===== config.mk =====
export PLATFORM = sky130hd
export DESIGN_NAME = sqrt_iter_ctrl_flat
export DESIGN_NICKNAME = d
export VERILOG_FILES = /design/src/rtl/sqrt_iter_ctrl_if.sv /design/src/rtl/sqrt_iter_ctrl.sv /design/src/flat_wrapper.sv
export SDC_FILE = /design/constraint.sdc
export NUM_CORES = 1
export LEC_CHECK = 0
export CAP_MARGIN = 25
export CORE_ASPECT_RATIO = 1.4
export CORE_MARGIN = 2
export CORE_UTILIZATION = 40
export CTS_BUF_LIST = sky130_fd_sc_hd__clkbuf_4
export DETAILED_ROUTE_END_ITERATION = 8
export GPL_TIMING_DRIVEN = 0
export PLACE_DENSITY = 0.62
export SYNTH_ARGS = -nofsm -noshare
export SYNTH_HDL_FRONTEND = slang
export SYNTH_SLANG_ARGS = --single-unit

===== constraint.sdc =====
create_clock -name clk_i -period 4.46 [get_ports clk_i]
set_input_delay 0.446 -clock clk_i [delete_from_list [all_inputs] [get_ports clk_i]]
set_output_delay 0.446 -clock clk_i [all_outputs]
set_load 0.01 [all_outputs]

===== src/rtl/sqrt_iter_ctrl_if.sv =====
// System-side handshake of the iterative square-root unit: request/operand in,
// busy/done status and result out.
interface sqrt_iter_ctrl_if #(
  parameter int DATA_W = 30
);
  localparam int ROOT_W = DATA_W / 2;

  logic              start_i;
  logic [DATA_W-1:0] radicand_i;
  logic              busy_o;
  logic              done_o;
  logic [ROOT_W-1:0] root_o;
  logic [ROOT_W:0]   rem_o;

  modport master (
    output start_i, radicand_i,
    input  busy_o, done_o, root_o, rem_o
  );

  modport slave (
    input  start_i, radicand_i,
    output busy_o, done_o, root_o, rem_o
  );
endinterface


===== src/rtl/sqrt_iter_ctrl.sv =====
// Restoring digit-by-digit integer square root, one root bit per cycle; the
// trial subtraction decision comes from the external 17-bit less-than Comparator.
module sqrt_iter_ctrl #(
  parameter  int DATA_W = 30,
  localparam int ROOT_W = DATA_W / 2,
  localparam int CMP_W  = DATA_W / 2 + 2
) (
  input  logic             clk_i,
  input  logic             rst_i,
  sqrt_iter_ctrl_if.slave  bus,
  input  logic             cmp_lt_i,
  output logic [CMP_W-1:0] cmp_a_o,
  output logic [CMP_W-1:0] cmp_b_o
);

  localparam int CNT_W = $clog2(ROOT_W);

  typedef enum logic [1:0] {IDLE, CALC, DONE} state_t;

  state_t            state, state_nxt;
  logic [CNT_W-1:0]  cnt;
  logic [DATA_W-1:0] rad;
  logic [ROOT_W:0]   rem;
  logic [ROOT_W-1:0] root;
  logic [ROOT_W-1:0] root_q;
  logic [ROOT_W:0]   rem_q;

  logic [CMP_W-1:0]  rem_sh;
  logic [CMP_W-1:0]  trial;
  logic [ROOT_W:0]   rem_nxt;
  logic [ROOT_W-1:0] root_nxt;
  logic              busy;
  logic              done;

  always_ff @(posedge clk_i) begin
    if (rst_i) state <= IDLE;
    else       state <= state_nxt;
  end

  always_comb begin
    state_nxt = state;
    case (state)
      IDLE:    if (bus.start_i) state_nxt = CALC;
      CALC:    if (cnt == '0)   state_nxt = DONE;
      DONE:    state_nxt = IDLE;
      default: state_nxt = IDLE;
    endcase
  end

  always_comb begin
    busy = 1'b0;
    done = 1'b0;
    case (state)
      CALC:    busy = 1'b1;
      DONE:    begin busy = 1'b1; done = 1'b1; end
      default: ;
    endcase
  end

  // The remainder stays below 2^15 until the final step, so dropping its top
  // bit when shifting in the next radicand pair never loses information.
  always_comb begin
    rem_sh = CMP_W'({rem, rad[{cnt, 1'b0} +: 2]});
    trial  = CMP_W'({root, 2'b01});
    if (cmp_lt_i) begin
      rem_nxt  = rem_sh[ROOT_W:0];
      root_nxt = {root[ROOT_W-2:0], 1'b0};
    end else begin
      rem_nxt  = (ROOT_W+1)'(rem_sh - trial);
      root_nxt = {root[ROOT_W-2:0], 1'b1};
    end
  end

  always_ff @(posedge clk_i) begin
    if (rst_i) begin
      rad    <= '0;
      rem    <= '0;
      root   <= '0;
      cnt    <= '0;
      root_q <= '0;
      rem_q  <= '0;
    end else begin
      case (state)
        IDLE: if (bus.start_i) begin
          rad  <= bus.radicand_i;
          rem  <= '0;
          root <= '0;
          cnt  <= CNT_W'(ROOT_W - 1);
        end
        CALC: begin
          rem  <= rem_nxt;
          root <= root_nxt;
          if (cnt == '0) begin
            root_q <= root_nxt;
            rem_q  <= rem_nxt;
          end else begin
            cnt <= cnt - 1'b1;
          end
        end
        default: ;
      endcase
    end
  end

  assign cmp_a_o    = rem_sh;
  assign cmp_b_o    = trial;
  assign bus.busy_o = busy;
  assign bus.done_o = done;
  assign bus.root_o = root_q;
  assign bus.rem_o  = rem_q;

endmodule

===== src/flat_wrapper.sv =====
// flat-port wrapper written by rule: the top's interface ports become plain ports
module sqrt_iter_ctrl_flat 
#(
  parameter  int DATA_W = 30,
  localparam int ROOT_W = DATA_W / 2,
  localparam int CMP_W  = DATA_W / 2 + 2
)
  (clk_i, rst_i, cmp_lt_i, cmp_a_o, cmp_b_o, bus_start_i, bus_radicand_i, bus_busy_o, bus_done_o, bus_root_o, bus_rem_o);
  sqrt_iter_ctrl_if #(.DATA_W(DATA_W)) bus_i ();
  input  logic clk_i;
  input  logic rst_i;
  input  logic cmp_lt_i;
  output logic [CMP_W-1:0] cmp_a_o;
  output logic [CMP_W-1:0] cmp_b_o;
  input wire logic [$bits(bus_i.start_i)-1:0] bus_start_i;
  input wire logic [$bits(bus_i.radicand_i)-1:0] bus_radicand_i;
  output wire logic [$bits(bus_i.busy_o)-1:0] bus_busy_o;
  output wire logic [$bits(bus_i.done_o)-1:0] bus_done_o;
  output wire logic [$bits(bus_i.root_o)-1:0] bus_root_o;
  output wire logic [$bits(bus_i.rem_o)-1:0] bus_rem_o;
  assign bus_i.start_i = bus_start_i;
  assign bus_i.radicand_i = bus_radicand_i;
  assign bus_busy_o = bus_i.busy_o;
  assign bus_done_o = bus_i.done_o;
  assign bus_root_o = bus_i.root_o;
  assign bus_rem_o = bus_i.rem_o;
  sqrt_iter_ctrl #(.DATA_W(DATA_W)) u_core (.clk_i(clk_i), .rst_i(rst_i), .bus(bus_i), .cmp_lt_i(cmp_lt_i), .cmp_a_o(cmp_a_o), .cmp_b_o(cmp_b_o));
endmodule

==> flow_metrics.tcl <==
set metrics [dict create \
    rr_worst_depth 15 \
    cp_max_fo 10 \
    syn_inst 621 \
    crit_chain "clkbuf_1, nor2b_1, a22oi_1, a21oi_1, a21oi_1, inv_1, ha_1, nor2b_1, o21ai_1, a21boi_1, o31ai_1, a21oi_1, o21ai_1, a21o_1, o41ai_1" \
    clockPowerShare_pct 22.2 \
    hp-class "reg -> reg" \
    worstHoldPathCells 2 \
    layout-drive-gt1-share_pct 6.267 \
    crit_start "u_core.cnt[2]" \
    routed_wl_mm 14.91 \
    clock_skew_ps 16.09 \
    seqPwrFrac_pct 42.4 \
    grt_pass1_wl_mm 23.64 \
    dieArea_mm2 0.01311 \
    rows 47 \
    cts_buffer_depth 2 \
    portBuffers 97 \
    worstSetupStartpointType "register" \
    switchingPower_mw 0.8473 \
    slowest_delay_ps 420 \
    hold_buffers 0 \
    ir_drop_mv 0.1651 \
    clkSinkCount 97 \
    synth.area.mux_share_pct 4.153 \
    synth_top_cell_area_share_pct 39.78 \
    synth_adder_area_share_pct 4.614 \
    syn_to_final_growth_pct 26.71 \
    crit-reg2reg-launch "u_core.cnt[2]" \
    synth-xor-area-share_pct 1.256 \
    status "completed" \
    swShare_pct 36.74 \
    synth_nets 673 \
    fmax_mhz 270.3 \
    yosysWarnings 0 \
    r2r_slack_ps 760 \
    die_h_um 134.7 \
    power.internal_mw 1.459 \
    combPwrFrac_pct 35.4 \
    power_mw 2.306 \
    fin_tns_setup_ps 0 \
    clk_latency_ps 480 \
    power.density_mw_per_mm2 372.9 \
    async_flop_share_pct 0 \
    max_cap_viol_count 0 \
    arrival_ps 4070 \
    grt_setup_unrepaired "no" \
    numCtsBuffers 9 \
    io_pins 101 \
    initial_core_util_pct 41.09 \
    end_kind "register" \
    slew_headroom_pct 55.42 \
    maxSlewViolCount 0 \
    synth_cell_types 56 \
    dr.pass1.iters 4 \
    period_share_pct 82.94 \
    synth_top_family_by_area "compound AO/OA/AOI/OAI gates" \
    required_ps 4830 \
    timing.critical_path.mode_cell "a21oi_1" \
    cts_tree "yes" \
    clk_pin_slew_ps 160 \
    hpwl_mm 11.54 \
    p_leak_nw 2.278 \
    via_count 4661 \
    nets 781 \
    finalHoldViolCount 0 \
    hold_start "u_core.rad[9]" \
    wl_per_cell_um 16.91 \
    cts_setup_buffers 0 \
    ctsResizeCount 0 \
    fin_crit_ps 3699 \
    finalSetupViolCount 0 \
    dieWidth_um 97.36 \
    tightest_slew_ps 668.6 \
    grt_max_degree 17 \
    cpMaxStageDelayCell "dfxtp_1" \
    first_iter_violations 194 \
    cts-htree-levels 3 \
    synth-simple-area-share_pct 20.15 \
    ys.flop_type "dfxtp_1" \
    grt_pass1_vias 4622 \
    synth-compound-area-share_pct 21.79 \
    synth_edf_count 0 \
    antenna_found_initial 1 \
    via_per_inst 5.285 \
    ys_seq_area_share_pct 39.78 \
    syn_area_mm2 0.004881 \
    gr-total-overflow 0 \
    grtUsageTotal_pct 22.68 \
    synth_top_area_cell "dfxtp_1" \
    drc 0 \
    cts-root-buf "clkbuf_4" \
    core_mm2 0.01188 \
    worstSetupPathType "reg -> reg" \
    synthTopCellsByArea "dfxtp_1 40%, nand2_1 9.5%, a21oi_1 8.5%" \
    synth_area_per_cell_um2 7.860 \
    ant_nets 0 \
    ys_seq_elements 97 \
    gp_congestion 0.8986 \
]
path summary, 6_finish.rpt:
path | endpoint
max | u_core.bus.rem_o[14]
min | u_core.rad[9]
max reg2reg | u_core.bus.rem_o[14]
min reg2reg | u_core.rad[9]
layout make-up:
type,instances,area (um2)
fill,1215,5694
clock inverter,5,63.81
multi-input combinational,437,2544
timing repair buffer,97,970.9
clock buffer,11,82.58
tap,147,183.9
antenna,1,2.502
sequential,97,1942
buffer,56,279.0
inverter,31,116.4
power by group through the flow:
stage | combinational (mW) | clock [mW] | sequential, mW
2_1_floorplan | 0.536 | 0 | 0.996
3_3_place_gp | 0.802 | 0 | 0.993
3_5_place_dp | 0.815 | 0 | 0.996
4_1_cts | 0.818 | 0.522 | 0.977
5_1_grt | 0.903 | 0.550 | 0.985
6_report | 0.817 | 0.512 | 0.977
through the flow:
| step | worst slack [ps] | instances | hold WS (ps) | util [%] | area [um2] |
|---|---|---|---|---|---|
| 2_1_floorplan | 1367 | 621 | 433.1 | - | 4881 |
| 3_3_place_gp | 775.0 | 865 | 441.0 | 50.81 | 6036 |
| 3_5_place_dp | 759.8 | 865 | 445.3 | 50.81 | 6036 |
| 4_1_cts | 737.8 | 881 | 465.4 | 52.04 | 6182 |
| 5_1_grt | 430.0 | 882 | 478.4 | 52.06 | 6185 |
| 6_report | 760.9 | 882 | 462.2 | 52.06 | 6185 |
sequential cells by signal, summed over array words and instances, names as in the netlist:
name,count
u_core.bus.rem_o,16
u_core.bus.root_o,15
u_core.cnt,4
u_core.rad,30
u_core.rem,15
u_core.root,15
u_core.state,2
synthesized netlist by cell type, drive strengths merged, types with 2 or more instances:
library cell	instances
xnor2	3
nand2b	7
clkbuf	35
a21boi	2
or3	6
mux4	4
inv	30
o21a	3
dfxtp	97
o21ai	14
nor2b	4
nor2	49
buf	21
a32oi	2
nand2	124
o211ai	8
mux2	2
nor3b	3
conb	2
a21oi	83
o31ai	6
o221ai	3
nand3	12
nor3	10
nand3b	4
a221oi	2
a211oi	8
a21o	5
and2	3
and3	2
mux2i	9
xor2	4
a22oi	22
ha	18
critical path, delay by kind of cell, from the launching register on:
family / cells / cell delay (ps)
AOI/OAI and AO/OA: 10 / 2210
buffers and inverters: 2 / 500
DFF: 1 / 420
and+or+nand+nor: 2 / 250
adders and majority gates: 1 / 230
routing by layer:
metal	share of wire, %	global-route usage, %	vias up
met1	39	24.61	2182
met4	2.2	9.028	0
li1	-	-	2337
met5	0	0	-
met2	54	43.07	115
met3	4.6	4.296	27
cell usage in the layout, fill, tap and decap left out, drive strengths merged, types with 9 or more instances in the layout:
| cell type | count |
|---|---|
| a22oi | 22 |
| nor2 | 49 |
| o21ai | 14 |
| nand3 | 12 |
| dfxtp | 97 |
| clkdlybuf4s50 | 97 |
| mux2i | 9 |
| inv | 31 |
| nand2 | 124 |
| clkbuf | 46 |
| a21oi | 83 |
| buf | 21 |
| ha | 18 |
| nor3 | 10 |
kinds of logic after synthesis:
logic type | count (synthesis)
AOI/OAI and AO/OA | 168
xor gates and xnor gates | 7
adders and majority gates | 18
buffers and inverters | 87
DFF | 97
muxes | 15
other | 2
and+or+nand+nor | 227
(Power assumes the default switching activity.)
